===== config.mk =====
export PLATFORM = sky130hd
export DESIGN_NAME = multi_cycle_mips
export DESIGN_NICKNAME = d
export VERILOG_FILES = /design/src/rtl/multi_cycle_mips.sv
export SDC_FILE = /design/constraint.sdc
export NUM_CORES = 2
export LEC_CHECK = 0
export CAP_MARGIN = 20
export CORE_MARGIN = 5
export CORE_UTILIZATION = 40
export DETAILED_ROUTE_END_ITERATION = 10
export MAX_ROUTING_LAYER = met4
export PLACE_DENSITY = 0.6
export SYNTH_ARGS = -nofsm -noshare
export SYNTH_HDL_FRONTEND = slang
export SYNTH_SLANG_ARGS = --single-unit

===== constraint.sdc =====
create_clock -name clk -period 13 [get_ports clk]
set_input_delay 1.95 -clock clk [delete_from_list [all_inputs] [get_ports clk]]
set_output_delay 1.95 -clock clk [all_outputs]
set_load 0.005 [all_outputs]

===== src/rtl/multi_cycle_mips.sv =====
// Multi-cycle MIPS32 core: FETCH/DECODE/EXEC/MEM/WB sequencer over one shared req/ready memory port.
// Latency 3-5 cycles per instruction plus memory wait states; requests hold steady until mem_ready.
module multi_cycle_mips #(
    parameter logic [31:0] RESET_PC        = 32'h0000_0000,
    parameter bit          TRAP_ON_ILLEGAL = 1'b1
) (
    input  logic        clk,
    input  logic        reset,
    output logic        mem_req,
    output logic        mem_we,
    output logic [31:0] mem_addr,
    output logic [31:0] mem_wdata,
    input  logic [31:0] mem_rdata,
    input  logic        mem_ready,
    output logic [31:0] pc,
    output logic        retire,
    output logic        trap
);

    typedef enum logic [2:0] {
        S_FETCH, S_DECODE, S_EXEC, S_MEM, S_WB, S_TRAP
    } state_t;

    typedef enum logic [3:0] {
        ALU_ADD, ALU_SUB, ALU_AND, ALU_OR, ALU_XOR, ALU_NOR,
        ALU_SLT, ALU_SLTU, ALU_SLL, ALU_SRL, ALU_SRA, ALU_LUI
    } alu_op_t;

    state_t      state_q;
    logic [31:0] pc_q, ir_q, a_q, b_q, alu_q, mdr_q;
    logic [31:0] rf_q [32];

    logic [5:0]  opcode, funct;
    logic [4:0]  rs, rt, rd, shamt;
    logic [15:0] imm;

    assign opcode = ir_q[31:26];
    assign rs     = ir_q[25:21];
    assign rt     = ir_q[20:16];
    assign rd     = ir_q[15:11];
    assign shamt  = ir_q[10:6];
    assign funct  = ir_q[5:0];
    assign imm    = ir_q[15:0];

    alu_op_t alu_op;
    logic    use_imm, zext_imm, illegal;
    logic    is_beq, is_bne, is_j, is_jal, is_jr, is_lw, is_sw;

    always_comb begin
        alu_op   = ALU_ADD;
        use_imm  = 1'b0;
        zext_imm = 1'b0;
        illegal  = 1'b0;
        is_beq   = 1'b0;
        is_bne   = 1'b0;
        is_j     = 1'b0;
        is_jal   = 1'b0;
        is_jr    = 1'b0;
        is_lw    = 1'b0;
        is_sw    = 1'b0;
        case (opcode)
            6'h00: begin
                case (funct)
                    6'h00:        alu_op = ALU_SLL;
                    6'h02:        alu_op = ALU_SRL;
                    6'h03:        alu_op = ALU_SRA;
                    6'h08:        is_jr  = 1'b1;
                    6'h20, 6'h21: alu_op = ALU_ADD;
                    6'h22, 6'h23: alu_op = ALU_SUB;
                    6'h24:        alu_op = ALU_AND;
                    6'h25:        alu_op = ALU_OR;
                    6'h26:        alu_op = ALU_XOR;
                    6'h27:        alu_op = ALU_NOR;
                    6'h2a:        alu_op = ALU_SLT;
                    6'h2b:        alu_op = ALU_SLTU;
                    default:      illegal = 1'b1;
                endcase
            end
            6'h02: is_j   = 1'b1;
            6'h03: is_jal = 1'b1;
            6'h04: is_beq = 1'b1;
            6'h05: is_bne = 1'b1;
            6'h08, 6'h09: use_imm = 1'b1;
            6'h0a: begin use_imm = 1'b1; alu_op = ALU_SLT;  end
            6'h0b: begin use_imm = 1'b1; alu_op = ALU_SLTU; end
            6'h0c: begin use_imm = 1'b1; zext_imm = 1'b1; alu_op = ALU_AND; end
            6'h0d: begin use_imm = 1'b1; zext_imm = 1'b1; alu_op = ALU_OR;  end
            6'h0e: begin use_imm = 1'b1; zext_imm = 1'b1; alu_op = ALU_XOR; end
            6'h0f: alu_op = ALU_LUI;
            6'h23: begin use_imm = 1'b1; is_lw = 1'b1; end
            6'h2b: begin use_imm = 1'b1; is_sw = 1'b1; end
            default: illegal = 1'b1;
        endcase
    end

    logic [31:0] imm_ext, op_b, alu_res;

    assign imm_ext = zext_imm ? {16'h0000, imm} : {{16{imm[15]}}, imm};
    assign op_b    = use_imm ? imm_ext : b_q;

    always_comb begin
        alu_res = 32'h0;
        case (alu_op)
            ALU_ADD:  alu_res = a_q + op_b;
            ALU_SUB:  alu_res = a_q - op_b;
            ALU_AND:  alu_res = a_q & op_b;
            ALU_OR:   alu_res = a_q | op_b;
            ALU_XOR:  alu_res = a_q ^ op_b;
            ALU_NOR:  alu_res = ~(a_q | op_b);
            ALU_SLT:  alu_res = {31'h0, $signed(a_q) < $signed(op_b)};
            ALU_SLTU: alu_res = {31'h0, a_q < op_b};
            ALU_SLL:  alu_res = b_q << shamt;
            ALU_SRL:  alu_res = b_q >> shamt;
            ALU_SRA:  alu_res = $signed(b_q) >>> shamt;
            ALU_LUI:  alu_res = {imm, 16'h0000};
            default:  alu_res = 32'h0;
        endcase
    end

    // pc_q already holds PC+4 once the fetch has been accepted.
    logic [31:0] branch_target, jump_target;
    logic        branch_taken, ctrl_only;

    assign branch_target = pc_q + {{14{imm[15]}}, imm, 2'b00};
    assign jump_target   = {pc_q[31:28], ir_q[25:0], 2'b00};
    assign branch_taken  = (is_beq && (a_q == b_q)) || (is_bne && (a_q != b_q));
    assign ctrl_only     = is_beq || is_bne || is_j || is_jr;

    logic [31:0] rs_val, rt_val, wb_data;
    logic [4:0]  wb_dst;

    assign rs_val  = (rs == 5'd0) ? 32'h0 : rf_q[rs];
    assign rt_val  = (rt == 5'd0) ? 32'h0 : rf_q[rt];
    assign wb_dst  = is_jal ? 5'd31 : ((opcode == 6'h00) ? rd : rt);
    assign wb_data = is_lw ? mdr_q : alu_q;

    always_ff @(posedge clk) begin
        if (!reset && state_q == S_WB && wb_dst != 5'd0) begin
            rf_q[wb_dst] <= wb_data;
        end
    end

    always_ff @(posedge clk) begin
        if (reset) begin
            state_q <= S_FETCH;
            pc_q    <= RESET_PC;
            ir_q    <= 32'h0;
            a_q     <= 32'h0;
            b_q     <= 32'h0;
            alu_q   <= 32'h0;
            mdr_q   <= 32'h0;
        end else begin
            case (state_q)
                S_FETCH: begin
                    if (mem_ready) begin
                        ir_q    <= mem_rdata;
                        pc_q    <= pc_q + 32'd4;
                        state_q <= S_DECODE;
                    end
                end
                S_DECODE: begin
                    a_q <= rs_val;
                    b_q <= rt_val;
                    if (illegal) begin
                        state_q <= TRAP_ON_ILLEGAL ? S_TRAP : S_FETCH;
                    end else begin
                        state_q <= S_EXEC;
                    end
                end
                S_EXEC: begin
                    alu_q <= is_jal ? pc_q : alu_res;
                    if (branch_taken) begin
                        pc_q <= branch_target;
                    end else if (is_j || is_jal) begin
                        pc_q <= jump_target;
                    end else if (is_jr) begin
                        pc_q <= a_q;
                    end
                    if (ctrl_only) begin
                        state_q <= S_FETCH;
                    end else if (is_lw || is_sw) begin
                        state_q <= S_MEM;
                    end else begin
                        state_q <= S_WB;
                    end
                end
                S_MEM: begin
                    if (mem_ready) begin
                        mdr_q   <= mem_rdata;
                        state_q <= is_lw ? S_WB : S_FETCH;
                    end
                end
                S_WB:    state_q <= S_FETCH;
                S_TRAP:  state_q <= S_TRAP;
                default: state_q <= S_FETCH;
            endcase
        end
    end

    // Memory outputs are pure functions of registered state, so they hold steady across waits.
    assign mem_req   = (state_q == S_FETCH) || (state_q == S_MEM);
    assign mem_we    = (state_q == S_MEM) && is_sw;
    assign mem_addr  = (state_q == S_MEM) ? alu_q : pc_q;
    assign mem_wdata = b_q;
    assign pc        = pc_q;
    assign trap      = (state_q == S_TRAP);
    assign retire    = (state_q == S_WB)
                    || (state_q == S_EXEC && ctrl_only)
                    || (state_q == S_MEM && is_sw && mem_ready)
                    || (state_q == S_DECODE && illegal && !TRAP_ON_ILLEGAL);

endmodule


Word level (Yosys, flattened, before mapping)

Memory sizes are Yosys's and may differ from the RTL's. A register that Yosys moved wholly into a read port is not among the register bits.
Cells that the tools add are included.

Flip-flop bits (word level): 195
Memory bits (writable): 1024
Bits of input ports: 35
Output and inout bits: 100
Logic and storage cells: 149
Memories: 1

Memories:

| memory | depth | bits a word | rd ports | clocked after memory_dff | write ports | line | RTL |
|---|---|---|---|---|---|---|---|
| rf_q   | 32    | 32          | 2        | 2                        | 1           | 31   | `logic [31:0] rf_q [32];` |

Add/subtract/negate cells: 4
Order comparisons: 2
Equal/unequal tests: 50
Shift-type cells: 3
Muxes and demuxes: 42
Bitwise gates (word level): 4
Reductions and logical operators: 35

Operator list:

| operator                                                              | number |
|---|---|
| 32-bit one-hot mux with 12 select lines                               | 1 |
| 32-bit two-way mux                                                    | 11 |
| 6-bit equality test, second input constant                            | 12 |
| 32-bit adder                                                          | 2 |
| 32-bit < comparator                                                   | 2 |
| 32-bit one-hot mux with 2 select lines                                | 1 |
| 6-bit by 4-bit equality test with 1-bit output, second input constant | 9 |
| 4-bit one-hot mux with 10 select lines                                | 1 |
| 32-bit by 3-bit adder with 32-bit output, second input constant       | 1 |
| 32-bit bitwise AND                                                    | 1 |
| 32-bit equality test                                                  | 1 |
| 32-bit != test                                                        | 1 |
| 32-bit NOT                                                            | 1 |
| 32-bit bitwise OR                                                     | 1 |
| 32-bit by 5-bit left shift with 32-bit output                         | 1 |
| 32-bit by 5-bit right shift with 32-bit output                        | 1 |
| 32-bit by 5-bit >>> shifter with 32-bit output                        | 1 |
| 32-bit subtractor                                                     | 1 |
| 32-bit XOR                                                            | 1 |
| 5-bit two-way mux                                                     | 6 |
| 4-bit one-hot mux with 7 select lines                                 | 1 |
| 14-bit OR reduction                                                   | 2 |
| 6-bit by 2-bit equality test with 1-bit output, second input constant | 4 |
| 3-bit two-way mux                                                     | 6 |
| other kinds (29)                                                      | 71 |

Depth between registers and ports, before layout

Depth after elaboration: 9
Mapped depth: 18
Gate-level depth less buffers: 15

Least setup slack after synthesis

Ideal clock, no wire load.

Path type: register to register
From: register ir_q[26]
To: register alu_q[28]
Library setup time: 86 ps
Arrival: 4895 ps
Required time: 12914 ps
Slack: 8019 ps
Cell stages (with the launch flop): 18
Path buffers: 3
Period minus slack after synthesis: 4981 ps
Path through: dfxtp_1 > buf_1 > nand2_1 > a2111oi_0 > clkbuf_1 > mux2_2 > inv_1 > ha_1 > clkbuf_1 > nand2b_1 > a221oi_1 > o41a_1 > o41ai_1 > nor2_1 > o221ai_1 > mux2i_1 > a211oi_1 > a211oi_1

Longest elaborated chain between the ends: 9
Elaborated cells on any way between the ends: 40
Those cells by class: add/sub: 2; eq/ne: 22; mux: 8; bitwise: 4; reduce/logical: 4

Ends and longest elaborated chain:

| element                                                                   | line | RTL |
|---|---|---|
| start: declaration                                                        | 30   | `logic [31:0] pc_q, ir_q, a_q, b_q, alu_q, mdr_q;` |
| start signal: assignment                                                  | 156  | `ir_q <= mem_rdata;` |
| parallel branches: the longest is 8 deep, another holds 32-bit subtractor | --   |  |
| 32-bit two-way mux (*)                                                    | 171  | `alu_q <= is_jal ? pc_q : alu_res;` |
| end signal: assignment                                                    | 171  |  |
| end: declaration                                                          | 30   |  |

Mark *: on every way between the ends.
A chain may end at the register's enable or synchronous reset.

Worst setup path after layout

From: register ir_q[26]
To: output port retire

Longest elaborated chain between the ends: 8
Elaborated cells on any way between the ends: 18
Those cells by class: eq/ne: 4; mux: 5; reduce/logical: 9

Ends and longest elaborated chain:

| element                                        | line | RTL |
|---|---|---|
| 6-bit by 3-bit equality test with 1-bit output | 61   | `case (opcode)` |
| 1-bit two-way mux                              | 61   |  |
| 1-bit logical OR (3 in a row)                  | 127  | `assign ctrl_only = is_beq \|\| is_bne \|\| is_j \|\| is_jr;` |
| 1-bit logical AND                              | 208  | `\|\| (state_q == S_EXEC && ctrl_only)` |
| 1-bit logical OR                               | 208  |  |
| 1-bit logical OR (*)                           | 209  | `\|\| (state_q == S_MEM && is_sw && mem_ready)` |
| end: declaration                               | 16   | `output logic retire,` |

Mark *: on every way between the ends. The rest lies on a longest branch, timed or not.

==> load_flow_metrics.sql <==
INSERT INTO impl_metrics (metric_group, metric, value, unit) VALUES
('clock_network', 'cts_htree_levels', '4', ''),
('finish', 'area.growth.synth_to_final', '12.5', '%'),
('finish', 'net_count_final', '5192', ''),
('clock_network', 'max-clock-path-buffers', '3', ''),
('floorplanning', 'core_area', '0.170', 'mm^2'),
('timing', 'worstMarginPinSlew', '1160', 'ps'),
('outcome', 'status', 'completed', ''),
('synthesis', 'ys.flop_type', 'edfxtp_1', ''),
('timing', 'finalSetupTns', '0', 'ps'),
('timing', 'unrepaired_setup_endpoints_after_global_routing', 'false', ''),
('global_route', 'grt.overflow.total', '0', ''),
('detailed_routing', 'drc_violations_left', '0', ''),
('timing', 'timing.final.max_slew_violations', '0', ''),
('synthesis', 'postSynthAreaPerCell', '13.7', 'um^2'),
('power_and_ir_drop', 'power.leakage', '25.2', 'nW'),
('synthesis', 'ys_seq_area_share', '50.9', '%'),
('global_route', 'grt_max_degree', '131', ''),
('global_route', 'antenna_violations_before_repair', '12', ''),
('floorplanning', 'floorplan.initialDensity', '40.3', '%'),
('synthesis', 'post_synth_inst_count', '4991', ''),
('detailed_routing', 'dr.first_iter.drc_count', '6002', ''),
('synthesis', 'synth-async-reset-ratio', '0', '%'),
('detailed_routing', 'detail-route-antenna-nets', '0', ''),
('placed_design', 'place.gp.congestion', '1.00', ''),
('detailed_routing', 'dr_total_vias', '48100', ''),
('clock_network', 'ctsResizeCount', '0', ''),
('synthesis', 'synth-edff-count', '1024', ''),
('critical_path', 'cp_max_fo', '14', ''),
('clock_network', 'postCtsSetupBuffers', '0', ''),
('floorplanning', 'chipHeight', '424', 'um'),
('synthesis', 'synth_cell_types', '102', ''),
('timing', 'fin_worst_skew', '40.9', 'ps'),
('clock_network', 'clkLatencyLatePin', '780', 'ps'),
('timing', 'fmax', '175', 'MHz'),
('critical_path', 'worstSetupEndpointType', 'output pin', ''),
('timing', 'timing.final.crit_share', '43.9', '%'),
('hold_path', 'min-delay-path-class', 'flip-flop to flip-flop', ''),
('floorplanning', 'total_number_of_placement_rows', '151', ''),
('critical_path', 'path_class', 'flip-flop to output pin', ''),
('synthesis', 'ys_ff_latch', '1229', ''),
('clock_network', 'clk_transition_reported_paths', '60', 'ps'),
('floorplanning', 'die_width', '424', 'um'),
('clock_network', 'clock_sinks', '1229', ''),
('detailed_routing', 'first_pass_iters', '6', ''),
('power_and_ir_drop', 'irDropWorstVdd', '0.147', 'mV'),
('synthesis', 'post_synth_instance_area', '0.0685', 'mm^2'),
('global_route', 'first_pass_grt_wire_length', '356000', 'um'),
('detailed_routing', 'routed_wire_length_per_instance', '34.3', 'um'),
('timing', 'final.min_clock_period', '5700', 'ps'),
('clock_network', 'root_buffer', 'clkbuf_16', ''),
('timing', 'timing.final.ws_setup', '7300', 'ps'),
('critical_path', 'crit_arrival', '3750', 'ps'),
('clock_network', 'tritoncts_buffers', '134', ''),
('finish', 'drive_above_1_share', '23.7', '%'),
('placed_design', 'place_hpwl', '168000', 'um'),
('detailed_routing', 'vias_per_cell', '6.55', ''),
('clock_network', 'holdBufCountCts', '0', ''),
('global_route', 'grt_use_total', '28.4', '%'),
('floorplanning', 'pin_count', '135', ''),
('timing', 'setup-violations-final', '0', ''),
('placed_design', 'placement.io_buffers', '134', ''),
('detailed_routing', 'route.final.wire_length', '252000', 'um'),
('synthesis', 'yosys_warnings', '0', ''),
('timing', 'slew_headroom', '22.6', '%'),
('floorplanning', 'fp.dieArea', '0.180', 'mm^2'),
('clock_network', 'cts_tree', 'yes', ''),
('global_route', 'via_count_of_the_first_global_routing_pass', '47100', ''),
('critical_path', 'critPathLaunchType', 'flip-flop', ''),
('timing', 'hold_viol', '0', ''),
('placed_design', 'pre_cts_slack', '7590', 'ps'),
('critical_path', 'wp_data_required', '11050', 'ps'),
('run', 'max-cap-violations', '0', ''),
('power_and_ir_drop', 'powerDensity', '140', 'mW/mm^2');
layout by cell type (no fill, tap or decap), types with 31 or more instances in the layout:
cell type and count:
mux2i_1 138, xor2_1 45, buf_4 125, nand2_1 435, edfxtp_1 1024, o211ai_1 36
a211oi_1 44, clkdlybuf4s50_1 133, nor3_1 76, nand3_1 50, o21a_1 33, a21oi_1 325
mux4_2 691, a221oi_1 31, mux2_2 81, o21ai_0 166, nor2_1 342, inv_1 121
ha_1 133, clkbuf_16 137, conb_1 32, dfxtp_1 190
synth_stat cells, types with 24 or more instances:
| master | count | area share [%] |
|---|---|---|
| mux2i_1 | 138 | 2.0 |
| edfxtp_1 | 1024 | 45 |
| nor3_1 | 78 | 0.57 |
| nand3_1 | 50 | 0.37 |
| o21a_1 | 33 | 0.36 |
| nand2_1 | 436 | 2.4 |
| a221oi_1 | 31 | 0.40 |
| nor2_1 | 373 | 2.0 |
| and3_1 | 24 | 0.22 |
| mux2_2 | 81 | 1.3 |
| a21o_1 | 30 | 0.33 |
| ha_1 | 133 | 2.4 |
| o211ai_1 | 36 | 0.39 |
| xor2_1 | 45 | 0.58 |
| a31oi_1 | 30 | 0.27 |
| o21ai_0 | 166 | 1.2 |
| a211oi_1 | 44 | 0.48 |
| a21oi_1 | 326 | 2.4 |
| nor4_1 | 29 | 0.26 |
| clkbuf_1 | 296 | 1.6 |
| inv_1 | 121 | 0.66 |
| dfxtp_1 | 205 | 6.0 |
| buf_1 | 82 | 0.45 |
| mux4_2 | 691 | 23 |
| buf_2 | 26 | 0.19 |
| o22ai_1 | 27 | 0.25 |
metal layers:
layer	track usage [%]	routed length (um)	vias to the layer above
li1	-	-	20000
met1	36.7	97300	25000
met2	44.3	119000	2655
met3	4.95	22400	541
met4	13.0	14000	0
met5	-	0	-
where the power goes:
group          switching [mW]  total, mW  internal [mW]
logic                    1.55       2.51          0.964
registers               0.195       4.53           4.34
clock network            1.64       3.76           2.12
critical path, cell delays in order (launching register included):
cell	delay (ps)
dfxtp_1	450
or4_4	600
nor3_4	330
and4_1	610
a21o_1	190
a21oi_1	120
o2bb2ai_1	180
clkdlybuf4s50_1	520
layout make-up:
class                      instances  area [um^2]
clock buffer                     167         3570
inverter                         128          480
sequential                      1229        34900
clock inverter                    74          752
multi-input combinational       3259        32100
timing repair buffer             269         2430
antenna                            7         17.5
fill                           15000        92900
tap                             2218         2780
state kept, by name, summed over array words and instances (netlist names), named ones only:
register   flops
rf_q        1024
state_q        3
pc            32
ir_q          32
mem_wdata     32
alu_q         32
mdr_q         32
a_q           32
path summary, 6_finish.rpt:
| path | startpoint | endpoint | slack [ps] | cells past startpoint |
|---|---|---|---|---|
| max | ir_q[26] | retire | 7300 | 7 |
| min | mdr_q[25] | mdr_q[25] | 450 | 2 |
| max reg2reg | ir_q[26] | alu_q[26] | 7510 | 15 |
| min reg2reg | mdr_q[25] | mdr_q[25] | 450 | 2 |
through the flow:
step,hold WS [ps],utilization (%),cells,power (mW),area [um^2]
final,454,45.3,7351,10.8,77000
after global routing,473,45.3,7350,11.2,77000
after CTS,455,45.3,7342,10.8,77000
after detailed placement,447,42.8,7101,7.08,72600
after global placement,439,42.8,7098,7.09,72600
after floorplan,428,-,5022,6.11,68600
logic make-up after synthesis:
kind of cell | count (synthesis) | synth area share [%]
AND/OR/NAND/NOR | 1152 | 7.47
other | 1 | 0.00548
multiplexers | 910 | 26.1
AO/OA/AOI/OAI | 967 | 9.24
flip-flops | 1229 | 50.9
XOR/XNOR | 62 | 0.793
adder cells (fa/ha/maj) | 136 | 2.52
buffers and inverters | 534 | 2.99
Note: power is estimated with default switching activity, not from simulation.
